<file path="src/rtl/pipe_hazard_ctrl.sv">
// pipe_hazard_ctrl: combined hazard detection, stall sequencing, ID-stage
// flush and EX operand forwarding for the pipelined CPU.
//
// Handshake: the block has no valid/ready pair. The pipeline obeys the
// control outputs on every clock edge. pipe_hold_o freezes the back-end
// registers. pc_write_o and ifid_write_o gate the front end.
// idex_bubble_o zeroes the control fields entering ID/EX.
//
// Optional build macro HAZ_STALL_CNT_EN adds stall_cnt_o. This is a
// saturating count of cycles in which the PC was held.
//
// state_o exposes the controller state register: 0 RUN, 1 STALL, 2 MEMWAIT.
module pipe_hazard_ctrl #(
    parameter int  AW         = 5,
    parameter int  FWD_STAGES = 2,
    parameter int  LOAD_LAT   = 1,
    localparam int SW         = $clog2(FWD_STAGES + 1)
) (
    input  logic                     clk_i,
    input  logic                     rst_i,
    input  logic [AW-1:0]            id_rs_i,
    input  logic [AW-1:0]            id_rt_i,
    input  logic                     id_rs_use_i,
    input  logic                     id_rt_use_i,
    input  logic                     id_branch_i,
    input  logic                     id_taken_i,
    input  logic                     id_jump_i,
    input  logic [AW-1:0]            ex_rd_i,
    input  logic                     ex_regwrite_i,
    input  logic                     ex_memread_i,
    input  logic [AW-1:0]            ex_rs_i,
    input  logic [AW-1:0]            ex_rt_i,
    input  logic [FWD_STAGES*AW-1:0] fwd_rd_i,
    input  logic [FWD_STAGES-1:0]    fwd_we_i,
    input  logic                     mem_busy_i,
    output logic [SW-1:0]            fwd_a_o,
    output logic [SW-1:0]            fwd_b_o,
    output logic                     pc_write_o,
    output logic                     ifid_write_o,
    output logic                     ifid_flush_o,
    output logic                     idex_bubble_o,
    output logic                     pipe_hold_o,
`ifdef HAZ_STALL_CNT_EN
    output logic [1:0]               state_o,
    output logic [31:0]              stall_cnt_o
`else
    output logic [1:0]               state_o
`endif
);

    localparam logic [1:0] RUN     = 2'd0;
    localparam logic [1:0] STALL   = 2'd1;
    localparam logic [1:0] MEMWAIT = 2'd2;

    // Wide enough for LOAD_LAT up to 7. A branch waiting on a load counts LOAD_LAT.
    localparam int CW = 3;

    logic [1:0]    state;
    logic [1:0]    state_nx;
    logic [1:0]    saved;
    logic [1:0]    saved_nx;
    logic [CW-1:0] cnt;
    logic [CW-1:0] cnt_nx;

    logic [SW-1:0] sel_a;
    logic [SW-1:0] sel_b;

    logic          src_hit;
    logic          lu;
    logic          bc;
    logic [CW-1:0] lu_cnt;
    logic [1:0]    cur;

    logic          stall;
    logic          hold;
    logic          flush_req;

    // Operand A forward select: the youngest stage writing ex_rs_i wins. $0 never forwards.
    always_comb begin
        sel_a = '0;
        for (int k = FWD_STAGES - 1; k >= 0; k--) begin
            if (fwd_we_i[k] && (fwd_rd_i[k*AW +: AW] == ex_rs_i) && (ex_rs_i != '0)) begin
                sel_a = SW'(k + 1);
            end
        end
    end

    // Operand B forward select: same rule as operand A, applied to ex_rt_i.
    always_comb begin
        sel_b = '0;
        for (int k = FWD_STAGES - 1; k >= 0; k--) begin
            if (fwd_we_i[k] && (fwd_rd_i[k*AW +: AW] == ex_rt_i) && (ex_rt_i != '0)) begin
                sel_b = SW'(k + 1);
            end
        end
    end

    // Hazard terms. They compare the ID/EX destination against the sources the ID instruction actually reads.
    always_comb begin
        src_hit = (id_rs_use_i && (ex_rd_i == id_rs_i)) ||
                  (id_rt_use_i && (ex_rd_i == id_rt_i));
        lu      = ex_memread_i && (ex_rd_i != '0) && src_hit;
        bc      = id_branch_i && ex_regwrite_i && !ex_memread_i &&
                  (ex_rd_i != '0) && src_hit;
        // A branch that compares in ID needs the load to reach WB, so it stalls one extra cycle.
        lu_cnt  = id_branch_i ? CW'(LOAD_LAT) : CW'(LOAD_LAT - 1);
        // Leaving MEMWAIT resumes the interrupted state in the same cycle.
        cur     = (state == MEMWAIT) ? saved : state;
    end

    // Next-state and control decode. Priority: memory wait, load-use, branch-compare, flush.
    always_comb begin
        state_nx  = state;
        saved_nx  = saved;
        cnt_nx    = cnt;
        stall     = 1'b0;
        hold      = 1'b0;
        flush_req = 1'b0;
        if (mem_busy_i) begin
            hold     = 1'b1;
            state_nx = MEMWAIT;
            if (state != MEMWAIT) begin
                saved_nx = state;
            end
        end else begin
            case (cur)
                STALL: begin
                    stall    = 1'b1;
                    cnt_nx   = (cnt == '0) ? '0 : cnt - CW'(1);
                    state_nx = (cnt <= CW'(1)) ? RUN : STALL;
                end
                default: begin
                    state_nx = RUN;
                    if (lu) begin
                        stall    = 1'b1;
                        cnt_nx   = lu_cnt;
                        state_nx = (lu_cnt != '0) ? STALL : RUN;
                    end else if (bc) begin
                        stall = 1'b1;
                    end else begin
                        flush_req = id_jump_i || (id_branch_i && id_taken_i);
                    end
                end
            endcase
        end
    end

    // State, saved state and stall counter registers.
    always_ff @(posedge clk_i or negedge rst_i) begin
        if (!rst_i) begin
            state <= RUN;
            saved <= RUN;
            cnt   <= '0;
        end else begin
            state <= state_nx;
            saved <= saved_nx;
            cnt   <= cnt_nx;
        end
    end

    // Output drive. While reset is low the outputs take their reset values immediately.
    always_comb begin
        fwd_a_o       = rst_i ? sel_a : '0;
        fwd_b_o       = rst_i ? sel_b : '0;
        pc_write_o    = !rst_i || !(stall || hold);
        ifid_write_o  = !rst_i || !(stall || hold);
        ifid_flush_o  = rst_i && flush_req;
        idex_bubble_o = rst_i && stall;
        pipe_hold_o   = rst_i && hold;
        state_o       = rst_i ? state : RUN;
    end

`ifdef HAZ_STALL_CNT_EN
    logic [31:0] stall_cnt;

    // Saturating count of cycles in which the PC was held.
    always_ff @(posedge clk_i or negedge rst_i) begin
        if (!rst_i) begin
            stall_cnt <= '0;
        end else if (!pc_write_o && (stall_cnt != 32'hFFFF_FFFF)) begin
            stall_cnt <= stall_cnt + 32'd1;
        end
    end

    assign stall_cnt_o = stall_cnt;
`else
`endif

endmodule

</file>
<file path="config.mk">
export PLATFORM = sky130hd
export DESIGN_NAME = pipe_hazard_ctrl
export DESIGN_NICKNAME = d
export VERILOG_FILES = /design/src/rtl/pipe_hazard_ctrl.sv
export SDC_FILE = /design/constraint.sdc
export NUM_CORES = 1
export LEC_CHECK = 0
export ABC_AREA = 1
export CORE_ASPECT_RATIO = 1.1
export CORE_MARGIN = 5
export CORE_UTILIZATION = 34
export CTS_BUF_LIST = sky130_fd_sc_hd__clkbuf_4 sky130_fd_sc_hd__clkbuf_8 sky130_fd_sc_hd__clkbuf_16
export CTS_CLUSTER_DIAMETER = 120
export DETAILED_ROUTE_END_ITERATION = 10
export PLACE_DENSITY_LB_ADDON = 0.15
export REMOVE_ABC_BUFFERS = 1
export SLEW_MARGIN = 30
export SYNTH_ARGS = -nofsm -noshare
export SYNTH_HDL_FRONTEND = slang
export SYNTH_SLANG_ARGS = --single-unit
</file>
<file path="constraint.sdc">
create_clock -name clk_i -period 1.08 [get_ports clk_i]
set_input_delay 0.108 -clock clk_i [delete_from_list [all_inputs] [get_ports clk_i]]
set_output_delay 0.108 -clock clk_i [all_outputs]
set_load 0.005 [all_outputs]
</file>
# --- Word level (Yosys, flattened, before mapping) ---
# Cells that the tools add are included.
# W data, S select, Z words.
word_totals:
  reg_bits: 7
  input_bits: 47
  output_inout_bits: 11
  elab_cells: 76
op_classes:
  n_addsub: 1
  n_lt_le_gt_ge: 1
  eq_ne: 9
  n_mux: 26
  n_bitwise: 1
  reduce_logical: 35
ops:
  columns: ["op", "n"]
  rows:
  - ["$eq A5 B5 Y1", 6]
  - ["$logic_and A1 B1 Y1", 20]
  - ["$mux W2", 9]
  - ["$reduce_bool A5 Y1", 3]
  - ["$mux W1", 14]
  - ["$mux W3", 3]
  - ["$logic_or A1 B1 Y1", 4]
  - ["$reduce_and A2 Y1", 2]
  - ["$le A3 B1 Y1 const B", 1]
  - ["$logic_not A1 Y1", 3]
  - ["$logic_not A3 Y1", 1]
  - ["$reduce_bool A3 Y1", 1]
  - ["$sub A3 B1 Y3 const B", 1]
  - ["$eq A2 B1 Y1 const B", 1]
  - ["$eq A2 B2 Y1 const B", 1]
  - ["$ne A2 B2 Y1 const B", 1]
  - ["$reduce_bool A2 Y1", 1]
  - ["$not A1 Y1", 1]

# --- Longest topological paths before layout ---
depth:
  depth_word: 11
  mapped_depth: 11
  depth_no_buf: 11

# --- Worst setup path after synthesis ---
# OpenSTA, ideal clock, no wires.
synth_timing:
  kind: "reg2reg"
  from: "reg state[0]"
  to: "reg cnt[1]"
  setup_ns: 0.065
  arrival_ns: 1.054
  required_ns: 1.015
  setup_slack_ns: -0.039
  stages_incl_launch_ff: 8
  n_path_buf: 0
  period_less_slack_ns: 1.119
  path_cell_list: "dfrtp_1 -> o21ai_1 -> nand2_4 -> inv_2 -> o21ai_1 -> a21oi_1 -> nand3_1 -> nand2_1"
synth_between:
  elab_chain_len: 5
  word_cells_on_any_way: 6
  classes_between: "eq/ne (2); mux (2); reduce/logical (2)"
synth_lines:
  columns: ["element", "line_no", "source"]
  rows:
  - ["start: declaration", "58", "logic [1:0] state;"]
  - ["start signal: assignment", "155", "state <= state_nx;"]
  - ["$eq A2 B2 Y1", "108", "cur = (state == MEMWAIT) ? saved : state;"]
  - ["$mux W2 (*)", "108", null]
  - ["$eq A2 B1 Y1 (*)", "126", "case (cur)"]
  - ["$reduce_bool A2 Y1 (no line)", null, null]
  - ["$reduce_and A2 Y1 (no line)", null, null]
  - ["end signal: assignment", "157", "cnt <= cnt_nx;"]
  - ["end: declaration", "62", "logic [CW-1:0] cnt;"]
# Every way passes the cells marked *; elsewhere a longest branch is shown, timed or not.
# A chain may end at the register's enable or synchronous reset.

# --- Worst setup path after layout ---
layout_timing:
  from: "reg state[1]"
  to: "out ifid_flush_o"
layout_between:
  elab_chain_len: 6
layout_lines:
  columns: ["element", "line_no", "source"]
  rows:
  - ["$eq A2 B2 Y1", "108", null]
  - ["$mux W2 (*)", "108", null]
  - ["$eq A2 B1 Y1 (*)", "126", null]
  - ["$mux W1 (*)", "126", null]
  - ["$mux W1 (*)", "119", "if (mem_busy_i) begin"]
  - ["$logic_and A1 B1 Y1 (*)", "167", "ifid_flush_o = rst_i && flush_req;"]
  - ["end: declaration", "40", "output logic ifid_flush_o,"]
# Marked as above.

==> results <==
-- sequential cells by signal (all words and copies together) (netlist names) --
| signal | flops |
|---|---|
| saved | 2 |
| cnt | 3 |
| state | 2 |
-- worst reg2reg max path: cells and delay by family, from the launching register on --
| family | cells | cell delay [ns] |
|---|---|---|
| AOI/OAI and AO/OA | 1 | 0.17 |
| and+or+nand+nor | 5 | 0.41 |
| buffers and inverters | 2 | 0.23 |
| DFF | 1 | 0.40 |
-- power breakdown --
group / switching, mW / internal (mW) / leakage, nW
Combinational: 0.293 / 0.337 / 1.02
Clock: 0.0839 / 0.165 / 0.0184
Sequential: 0.0154 / 0.285 / 0.0919
-- placed cells by master (no fill, tap or decap), types with 2 or more instances in the layout --
cell type,n
buf_6,12
nand2_4,3
clkdlybuf4s50_1,4
clkbuf_2,3
or2_4,2
dlygate4sd2_1,20
nor2_1,19
buf_8,4
nand2_1,53
dfrtp_1,7
dlygate4sd3_1,2
clkdlybuf4s15_2,2
nor3_4,2
nor3b_2,2
ha_1,2
buf_4,30
xnor2_2,2
a21oi_1,6
nand3_1,10
inv_2,13
o22ai_1,3
clkbuf_4,4
o22ai_2,2
buf_2,14
nor3_2,2
inv_4,5
xnor2_1,2
inv_1,19
nand2_2,8
o21ai_2,3
nand4_1,6
nand3_2,3
-- stage by stage --
stage,area (um^2),TNS (ns),setup WS (ns)
global route,2012,-2.674,-0.3294
finish,2012,-1.628,-0.2528
detailed placement,1765,-10.53,-0.8991
CTS,1836,-1.848,-0.2284
floorplan,996.0,-0.05620,-0.03901
global placement,1765,-10.38,-0.8826
-- final cells by class --
type	count	area (um^2)	area share
Multi-Input combinational cell	140	850.8	0.4229
Tap cell	33	41.29	0.02052
Timing Repair Buffer	91	763.2	0.3794
Clock buffer	4	30.03	0.01493
Sequential cell	7	175.2	0.08706
Inverter	37	151.4	0.07525
-- timing repair --
action / CTS / global route
hold buffers: 1 / 1
gates cloned: 0 / 0
gates resized for setup: 170 / 54
setup endpoints to repair: 17 / 16
pin swaps: 36 / 35
endpoints found under the hold margin: 5 / 2
setup buffers: 11 / 2
-- worst max path at each step --
stage	end	slack, ns	startpoint
CTS	ifid_flush_o	-0.23	state[0]
global route	idex_bubble_o	-0.33	state[0]
finish	ifid_flush_o	-0.25	state[1]
detailed placement	ifid_write_o	-0.90	ex_rd_i[3]
floorplan	cnt[1]	-0.04	state[0]
global placement	pc_write_o	-0.88	ex_rd_i[3]
-- cells by family (layout without fill, tap and decap cells) --
group                      count (synthesis)  count (layout)  synth area share
xor gates and xnor gates                   5               5           0.04364
adders and majority gates                  2               2           0.02493
buffers and inverters                     38             132            0.1459
AOI/OAI and AO/OA                         19              19            0.1110
and+or+nand+nor                          114             114            0.5000
DFF                                        7               7            0.1746
-- per-layer routing --
metal	track usage	vias up	wire length, um	share of wire
met4	0.03183	0	37	0.011
met3	0.04070	4	275	0.082
met1	0.1796	633	1342	0.40
met5	0	-	0	0
li1	-	774	-	-
met2	0.3063	50	1718	0.51
==> flow_summary_export.csv <==
group,metric,value,unit
timing,whs,0.2460,ns
floorplanning,dieArea,4139,um^2
detailed_routing,avgViaCountPerCell,4.683,
status,status,"finished, violations left",
status,violations,"setup timing",
detailed_routing,routed_wl,3.373,mm
placed_design,dpl.cell_count,295,
floorplanning,initial_core_util,0.3580,
setup_path,path_class,"flop to output port",
logic_synthesis,ys_seq_area_frac,0.1746,
floorplanning,die_h,66.98,um
global_route,gr-usage-all-layers,0.1634,
placed_design,dpl.hpwl,2.630,mm
timing,worst_pin_slew,0.2758,ns
global_route,grt_max_degree,6,
flow_run,maxCapViolations,0,
timing,setup_viol,10,
clock_network,numCtsBuffers,3,
power,p_leak,1.127,nW
detailed_routing,drt_iter0_drc,80,
setup_path,required,0.97,ns
hold_path,hold_depth,2,
clock_network,cts_tree,"done",
timing,finalClockSkew,0.0004191,ns
logic_synthesis,netlist_top_cells_count,"nand2_1, inv_1, nor2_1",
timing,fmax,750.3,MHz
global_route,grt_pass1_vias,1332,
global_route,grt_overflow,0,
timing,rsz0062_at_grt,"true",
logic_synthesis,async_reset_ff_frac,1.000,
clock_network,clock_sinks,7,
setup_path,critPathArrivalTime,1.22,ns
floorplanning,core,2803,um^2
detailed_routing,post_drt_wl_per_cell,10.81,um
timing,hold_viol_final,0,
logic_synthesis,synth.most_common_cell,"nand2_1",
clock_network,root_buffer,"clkbuf_4",
logic_synthesis,synth_top_area_share,0.2207,
cells_and_area,layout.cells.non_filler,312,
detailed_routing,vias,1461,
floorplanning,rows,20,
logic_synthesis,syn_area,1003,um^2
logic_synthesis,synth_warnings,0,
logic_synthesis,synthFlopType,"dfrtp_1",
floorplanning,die_width,61.80,um
setup_path,crit_fanout,4,
clock_network,path_clk_slew,0.05,ns
setup_path,slowest_stage,"dfrtp_1",
timing,setup_ws,-0.2528,ns
timing,finalMaxSlewViolations,0,
logic_synthesis,ys_types,26,
setup_path,r2r_start,"state[0]",
setup_path,cp.buffers_inverters,2,
setup_path,reg2reg_depth,8,
power,ir_drop,859.3,uV
cells_and_area,nets,329,
setup_path,crit_family,"flip-flops",
setup_path,crit_chain,"buf_6 -> nand3_2 -> nand2_2 -> nand2_4 -> and3_4 -> buf_6",
detailed_routing,drc,0,
placed_design,gp_congestion,0.8507,
logic_synthesis,syn_avg_cell_area,5.424,um^2
setup_path,endpoint_kind,"output port",
cells_and_area,drive_gt1_frac,0.4409,
global_route,grt_pass1_wl,5.188,mm
logic_synthesis,ys_ff_latch,7,
setup_path,worst_r2r_endpoint,"cnt[0]",
hold_path,whs_endpoint,"state[1]",
timing,finalCriticalPeriod,1.333,ns
setup_path,start_kind,"flop",
cells_and_area,area_growth_syn_to_layout,100.5,%
clock_network,clock_path_buffers,2,
setup_path,crit_top_cell,"buf_6",
timing,post-route-period-util,1.234,
logic_synthesis,yosys-top-cells-area,"nand2_1, dfrtp_1, inv_1, nor2_1, nand3_1",
timing,slew_headroom,0.8155,
logic_synthesis,synth-edff-count,0,
power,p_per_area,586.3,nW/um^2
floorplanning,ioPinCount,58,
global_route,antenna_found_initial,0,
hold_path,hold_path.class,"input pin to flop",
cells_and_area,fillers,242,
power,power,1.180,mW
clock_network,htree_levels,1,
setup_path,cp.depth,6,
placed_design,port_buffers,57,
setup_path,r2r_setup_slack,-0.20,ns
clock_network,clkLatencyLatePin,0.24,ns
logic_synthesis,yosys.area.top_type,"nand2_1",
cells_and_area,fin_util,0.7179,
setup_path,critical_path.max_stage_delay,0.40,ns
detailed_routing,postRouteAntennaNets,0,
logic_synthesis,postSynthCellCount,185,
hold_path,min_from,"mem_busy_i",
detailed_routing,first_pass_iters,4,
cells_and_area,antennaDiodeCount,0,
Note: power is estimated with default switching activity, not from simulation.
